### src/rtl/oam_sprite_evaluator_if.sv
// Signal bundle between the sprite evaluator and its surroundings (OAM read port,
// line-list read port, control and status).
interface oam_sprite_evaluator_if #(
  parameter int NUM_ENTRIES = 64,
  parameter int MAX_SPRITES = 8
);
  localparam int AW = $clog2(NUM_ENTRIES);
  localparam int LW = $clog2(MAX_SPRITES);
  localparam int CW = $clog2(MAX_SPRITES + 1);

  // Handshake: start is a one-cycle request that is taken only while busy is low
  // (IDLE); there is no back-pressure, and a request seen while busy is dropped.
  // done is a one-cycle completion pulse, after which the results hold until the
  // next accepted start.
  logic          start;
  logic [7:0]    scanline;
  logic          tall_sprites;
  logic [AW-1:0] oam_read_addr;
  logic [31:0]   oam_read_data;
  logic [LW-1:0] list_rd_addr;
  logic [31:0]   list_rd_data;
  logic [CW-1:0] sprite_count;
  logic          sprite_zero;
  logic          overflow;
  logic          busy;
  logic          done;
  logic [1:0]    state;

  modport master (
    output start, scanline, tall_sprites, oam_read_data, list_rd_addr,
    input  oam_read_addr, list_rd_data, sprite_count, sprite_zero, overflow,
           busy, done, state
  );

  modport slave (
    input  start, scanline, tall_sprites, oam_read_data, list_rd_addr,
    output oam_read_addr, list_rd_data, sprite_count, sprite_zero, overflow,
           busy, done, state
  );
endinterface

### src/rtl/oam_sprite_evaluator.sv
// OAM scanner: walks every OAM entry once per start pulse and collects up to
// MAX_SPRITES sprites covering the requested scanline into a small line list.
module oam_sprite_evaluator #(
  parameter int NUM_ENTRIES = 64,
  parameter int MAX_SPRITES = 8
) (
  input logic                    clk,
  input logic                    reset,
  oam_sprite_evaluator_if.slave  bus
);
  localparam int AW = $clog2(NUM_ENTRIES);
  localparam int LW = $clog2(MAX_SPRITES);
  localparam int CW = $clog2(MAX_SPRITES + 1);

  localparam logic [1:0] ST_IDLE = 2'd0;
  localparam logic [1:0] ST_SCAN = 2'd1;
  localparam logic [1:0] ST_DONE = 2'd2;

  logic [1:0]    state_q, state_d;
  logic [AW-1:0] addr_q, addr_d;
  logic [7:0]    line_q, line_d;
  logic          tall_q, tall_d;
  logic [CW-1:0] count_q, count_d;
  logic          zero_q, zero_d;
  logic          ovf_q, ovf_d;
  logic [31:0]   list_q [MAX_SPRITES];
  logic [31:0]   list_d [MAX_SPRITES];

  logic [7:0] oam_y;
  logic [8:0] diff;
  logic [8:0] height;
  logic       hit;
  logic       list_full;
  logic       last_entry;

  // A sprite above the line gives a negative diff (bit 8 set), so it never wraps.
  assign oam_y      = bus.oam_read_data[31:24];
  assign diff       = {1'b0, line_q} - {1'b0, oam_y};
  assign height     = tall_q ? 9'd16 : 9'd8;
  assign hit        = !diff[8] && (diff < height);
  assign list_full  = (count_q == CW'(MAX_SPRITES));
  assign last_entry = (addr_q == AW'(NUM_ENTRIES - 1));

  always_comb begin
    state_d = state_q;
    addr_d  = addr_q;
    line_d  = line_q;
    tall_d  = tall_q;
    count_d = count_q;
    zero_d  = zero_q;
    ovf_d   = ovf_q;
    list_d  = list_q;
    case (state_q)
      ST_IDLE: begin
        if (bus.start) begin
          line_d  = bus.scanline;
          tall_d  = bus.tall_sprites;
          count_d = '0;
          zero_d  = 1'b0;
          ovf_d   = 1'b0;
          addr_d  = '0;
          for (int i = 0; i < MAX_SPRITES; i++) list_d[i] = '0;
          state_d = ST_SCAN;
        end
      end
      ST_SCAN: begin
        addr_d = addr_q + AW'(1);
        if (last_entry) begin
          addr_d  = '0;
          state_d = ST_DONE;
        end
        if (hit) begin
          if (list_full) begin
            // One hit too many: the line is already full, stop scanning early.
            ovf_d   = 1'b1;
            addr_d  = '0;
            state_d = ST_DONE;
          end else begin
            list_d[count_q[LW-1:0]] = {diff[7:0], bus.oam_read_data[23:0]};
            count_d = count_q + CW'(1);
            if (addr_q == '0) zero_d = 1'b1;
          end
        end
      end
      ST_DONE: state_d = ST_IDLE;
      default: state_d = ST_IDLE;
    endcase
  end

  always_ff @(posedge clk or posedge reset) begin
    if (reset) begin
      state_q <= ST_IDLE;
      addr_q  <= '0;
      line_q  <= '0;
      tall_q  <= 1'b0;
      count_q <= '0;
      zero_q  <= 1'b0;
      ovf_q   <= 1'b0;
      for (int i = 0; i < MAX_SPRITES; i++) list_q[i] <= '0;
    end else begin
      state_q <= state_d;
      addr_q  <= addr_d;
      line_q  <= line_d;
      tall_q  <= tall_d;
      count_q <= count_d;
      zero_q  <= zero_d;
      ovf_q   <= ovf_d;
      for (int i = 0; i < MAX_SPRITES; i++) list_q[i] <= list_d[i];
    end
  end

  // Entries past the valid count read as zero even if stale data were present.
  assign bus.list_rd_data  = (CW'(bus.list_rd_addr) < count_q) ? list_q[bus.list_rd_addr] : '0;
  assign bus.oam_read_addr = addr_q;
  assign bus.sprite_count  = count_q;
  assign bus.sprite_zero   = zero_q;
  assign bus.overflow      = ovf_q;
  assign bus.busy          = (state_q != ST_IDLE);
  assign bus.done          = (state_q == ST_DONE);
  assign bus.state         = state_q;
endmodule

### src/flat_wrapper.sv
// flat-port wrapper written by rule: the top's interface ports become plain ports
module oam_sprite_evaluator_flat 
#(
  parameter int NUM_ENTRIES = 64,
  parameter int MAX_SPRITES = 8
)
  (clk, reset, bus_start, bus_scanline, bus_tall_sprites, bus_oam_read_data, bus_list_rd_addr, bus_oam_read_addr, bus_list_rd_data, bus_sprite_count, bus_sprite_zero, bus_overflow, bus_busy, bus_done, bus_state);
  oam_sprite_evaluator_if #(.NUM_ENTRIES(NUM_ENTRIES), .MAX_SPRITES(MAX_SPRITES)) bus_i ();
  input logic clk;
  input logic reset;
  input wire logic [$bits(bus_i.start)-1:0] bus_start;
  input wire logic [$bits(bus_i.scanline)-1:0] bus_scanline;
  input wire logic [$bits(bus_i.tall_sprites)-1:0] bus_tall_sprites;
  input wire logic [$bits(bus_i.oam_read_data)-1:0] bus_oam_read_data;
  input wire logic [$bits(bus_i.list_rd_addr)-1:0] bus_list_rd_addr;
  output wire logic [$bits(bus_i.oam_read_addr)-1:0] bus_oam_read_addr;
  output wire logic [$bits(bus_i.list_rd_data)-1:0] bus_list_rd_data;
  output wire logic [$bits(bus_i.sprite_count)-1:0] bus_sprite_count;
  output wire logic [$bits(bus_i.sprite_zero)-1:0] bus_sprite_zero;
  output wire logic [$bits(bus_i.overflow)-1:0] bus_overflow;
  output wire logic [$bits(bus_i.busy)-1:0] bus_busy;
  output wire logic [$bits(bus_i.done)-1:0] bus_done;
  output wire logic [$bits(bus_i.state)-1:0] bus_state;
  assign bus_i.start = bus_start;
  assign bus_i.scanline = bus_scanline;
  assign bus_i.tall_sprites = bus_tall_sprites;
  assign bus_i.oam_read_data = bus_oam_read_data;
  assign bus_i.list_rd_addr = bus_list_rd_addr;
  assign bus_oam_read_addr = bus_i.oam_read_addr;
  assign bus_list_rd_data = bus_i.list_rd_data;
  assign bus_sprite_count = bus_i.sprite_count;
  assign bus_sprite_zero = bus_i.sprite_zero;
  assign bus_overflow = bus_i.overflow;
  assign bus_busy = bus_i.busy;
  assign bus_done = bus_i.done;
  assign bus_state = bus_i.state;
  oam_sprite_evaluator #(.NUM_ENTRIES(NUM_ENTRIES), .MAX_SPRITES(MAX_SPRITES)) u_core (.clk(clk), .reset(reset), .bus(bus_i));
endmodule
### config.mk
export PLATFORM = sky130hd
export DESIGN_NAME = oam_sprite_evaluator_flat
export DESIGN_NICKNAME = d
export VERILOG_FILES = /design/src/rtl/oam_sprite_evaluator_if.sv /design/src/rtl/oam_sprite_evaluator.sv /design/src/flat_wrapper.sv
export SDC_FILE = /design/constraint.sdc
export NUM_CORES = 1
export LEC_CHECK = 0
export ABC_AREA = 1
export CAP_MARGIN = 5
export CORE_UTILIZATION = 60
export DETAILED_ROUTE_END_ITERATION = 12
export PLACE_DENSITY = 0.81
export SYNTH_ARGS = -nofsm -noshare
export SYNTH_HDL_FRONTEND = slang
export SYNTH_SLANG_ARGS = --single-unit
### constraint.sdc
create_clock -name clk -period 12.7 [get_ports clk]
set_input_delay 2.54 -clock clk [delete_from_list [all_inputs] [get_ports clk]]
set_output_delay 2.54 -clock clk [all_outputs]
set_load 0.005 [all_outputs]
==> flow_summary.yaml <==
yosys:
  netlist.area_leader.share: 0.494
  ys_warn_count: 0
  synth_area_per_cell_um2: 7.66
  syn_nets: 1909
  synthAdderAreaFrac: 0.0156
  ys_ff_latch: 279
  synth_xor_area_frac: 0.00310
  synth_cell_types: 38
  synth-compound-area-share: 0.0965
  synth_top_family_by_area: "simple AND/OR/NAND/NOR gates"
  synthSimpleGateAreaFrac: 0.320
  synthTopCellsByArea: "dfrtp_1, nand2_1, nand3_1"
  synth_mux_area_frac: 0
  synth_cells: 1845
  synth_flop_cell: "dfrtp_1"
  synth_area_leader_cell: "dfrtp_1"
  yosysSeqAreaShare: 0.494
  syn_area_mm2: 0.0141
  synthArstFlopShare: 1.00
  synth_edf_count: 0
route:
  drt-vias-per-instance: 5.85
  wl_per_cell_um: 18.0
  vias: 12886
  drt_pass1_iterations: 5
  ant_nets: 0
  wl_um: 39600
  drt_iter0_drc: 1352
  drc: 0
finish:
  syn_to_final_growth_pct: 12.4
  fin_area_mm2: 0.0159
  drive_gt1_frac: 0.0476
  diodes: 0
  final_cell_mix: "nand2_1, dfrtp_1, nand3_1, clkdlybuf4s50_1, inv_1"
  nets: 1933
  finish.utilization: 0.695
  final_common_cell: "nand2_1"
placed_design:
  dpl.hpwl_um: 21800
  place.gp.congestion: 0.809
  placed_cell_area_mm2: 0.0150
  io_buffers: 94
timing:
  skew_ns: 0.0263
  setup_viol: 0
  setup-tns-final_ns: 0
  hold_viol_final: 0
  tightest_slew_ns: 1.13
  rsz0062_at_grt: "no"
  fin_crit_ns: 8.32
  final_max_slew_viol_count: 0
  slew-limit-headroom: 0.244
  whs_ns: 0.471
  max_freq_mhz: 120
  fin_crit_sh: 0.655
clock_tree:
  insertion_delay_ns: 0.57
  path_clk_slew_ns: 0.06
  h-tree-depth: 1
  cts_sinks: 279
  cts_tree: "built"
  ctsHoldBuffers: 0
  cts_resized: 0
  cts-root-buf: "clkbuf_16"
  cts.path.max_buffers: 3
  cts_setup_buffers: 0
  numCtsBuffers: 29
critical_path:
  start_kind: "primary input"
  worst-endpoint-arrival_ns: 5.78
  end_kind: "output port"
  path_max_fanout: 80
  critPathKind: "in -> out"
  crit_required_ns: 10.16
floorplan:
  rows: 55
  ioPinCount: 95
  initial_core_util: 0.619
  die_y_um: 155
  die-area_mm2: 0.0242
  core_area_mm2: 0.0228
  die_width_um: 155
global_routing:
  grt_max_degree: 173
  grt_pass1_vias: 12370
  grt-ovfl-total: 0
  antenna_found_initial: 1
  grt_pass1_wl_um: 64300
  grt_usage: 0.337
worst_hold_path:
  min_path_type: "reg -> reg"
power:
  vdd_drop_max_uv: 130
  leakage_nw: 8.21
  powerDensity_mw_per_mm2: 171
  finalPower_mw: 2.71
job:
  drv_cap: 0
run_status:
  status: "finished, final reports clean"
area by class of cell:
type / count / area (um^2)
Sequential cell: 279 / 6980
Fill cell: 1868 / 6960
Clock buffer: 42 / 825
Multi-Input combinational cell: 1359 / 6180
Clock inverter: 10 / 104
Timing Repair Buffer: 113 / 1070
Inverter: 87 / 335
Tap cell: 313 / 392
power by group:
| group | internal [mW] | switching (mW) |
|---|---|---|
| sequential | 1.06 | 0.108 |
| combinational | 0.243 | 0.458 |
| clock | 0.488 | 0.355 |
| total | 1.79 | 0.922 |
registers in the layout, summed over array words and instances, names as in the netlist:
signal / flops
u_core.bus.sprite_count: 4
u_core.bus.state: 2
u_core.tall_q: 1
u_core.list_q: 256
u_core.bus.overflow: 1
u_core.line_q: 8
u_core.bus.sprite_zero: 1
u_core.bus.oam_read_addr: 6
synthesized netlist by cell type (2+ instances only):
master,instances
a21oi_1,81
buf_1,6
a32oi_1,29
nand4_1,7
dfrtp_1,279
o211ai_1,5
nor2_1,86
nor3_2,2
nand3_1,156
buf_6,22
xnor2_1,2
a21boi_1,10
buf_2,10
inv_1,85
clkbuf_1,70
nand2_1,860
o21ai_0,47
a32o_1,29
nor3_1,3
o22ai_1,2
xor2_1,3
nand2_2,6
ha_1,16
buf_4,12
a21boi_0,4
worst paths after layout:
path,startpoint,to,slack (ns),cells after the start
min in group asynchronous,reset,u_core.list_q[23]$_DFFE_PP0P_,2.54,2
max in group asynchronous,reset,u_core.list_q[10]$_DFFE_PP0P_,8.65,3
max,bus_list_rd_addr[0],bus_list_rd_data[20],4.38,8
min reg2reg,u_core.list_q[85]$_DFFE_PP0P_,u_core.list_q[85]$_DFFE_PP0P_,0.47,2
max reg2reg,u_core.line_q[0]$_DFFE_PP0P_,u_core.list_q[65]$_DFFE_PP0P_,7.34,16
min,u_core.list_q[85]$_DFFE_PP0P_,u_core.list_q[85]$_DFFE_PP0P_,0.47,2
per-stage QoR:
stage / setup WS, ns / instances
3_5_place_dp: 4.45 / 2151
5_1_grt: 4.24 / 2203
3_3_place_gp: 4.47 / 2150
4_1_cts: 4.44 / 2203
2_1_floorplan: 2.47 / 1845
6_report: 4.38 / 2203
routing by layer:
metal	wire length (um)	track usage
met4	1040	0.0994
met3	3950	0.0568
met1	16300	0.470
met5	13	0
met2	18300	0.544
worst max-delay path: stages:
cell and delay (ns):
buf_4 0.61, clkinv_2 0.75, buf_4 0.60, nand2_1 0.16, a32oi_1 0.09, o21ai_0 0.39
nor2_1 0.08, clkdlybuf4s50_1 0.46
cell families (layout without fill, tap and decap cells):
| logic type | after synthesis | after routing |
|---|---|---|
| xor gates and xnor gates | 5 | 5 |
| AOI/OAI and AO/OA | 210 | 210 |
| DFF | 279 | 279 |
| and+or+nand+nor | 1127 | 1127 |
| buffers and inverters | 207 | 252 |
| adders and majority gates | 17 | 17 |
(Power assumes the default switching activity.)
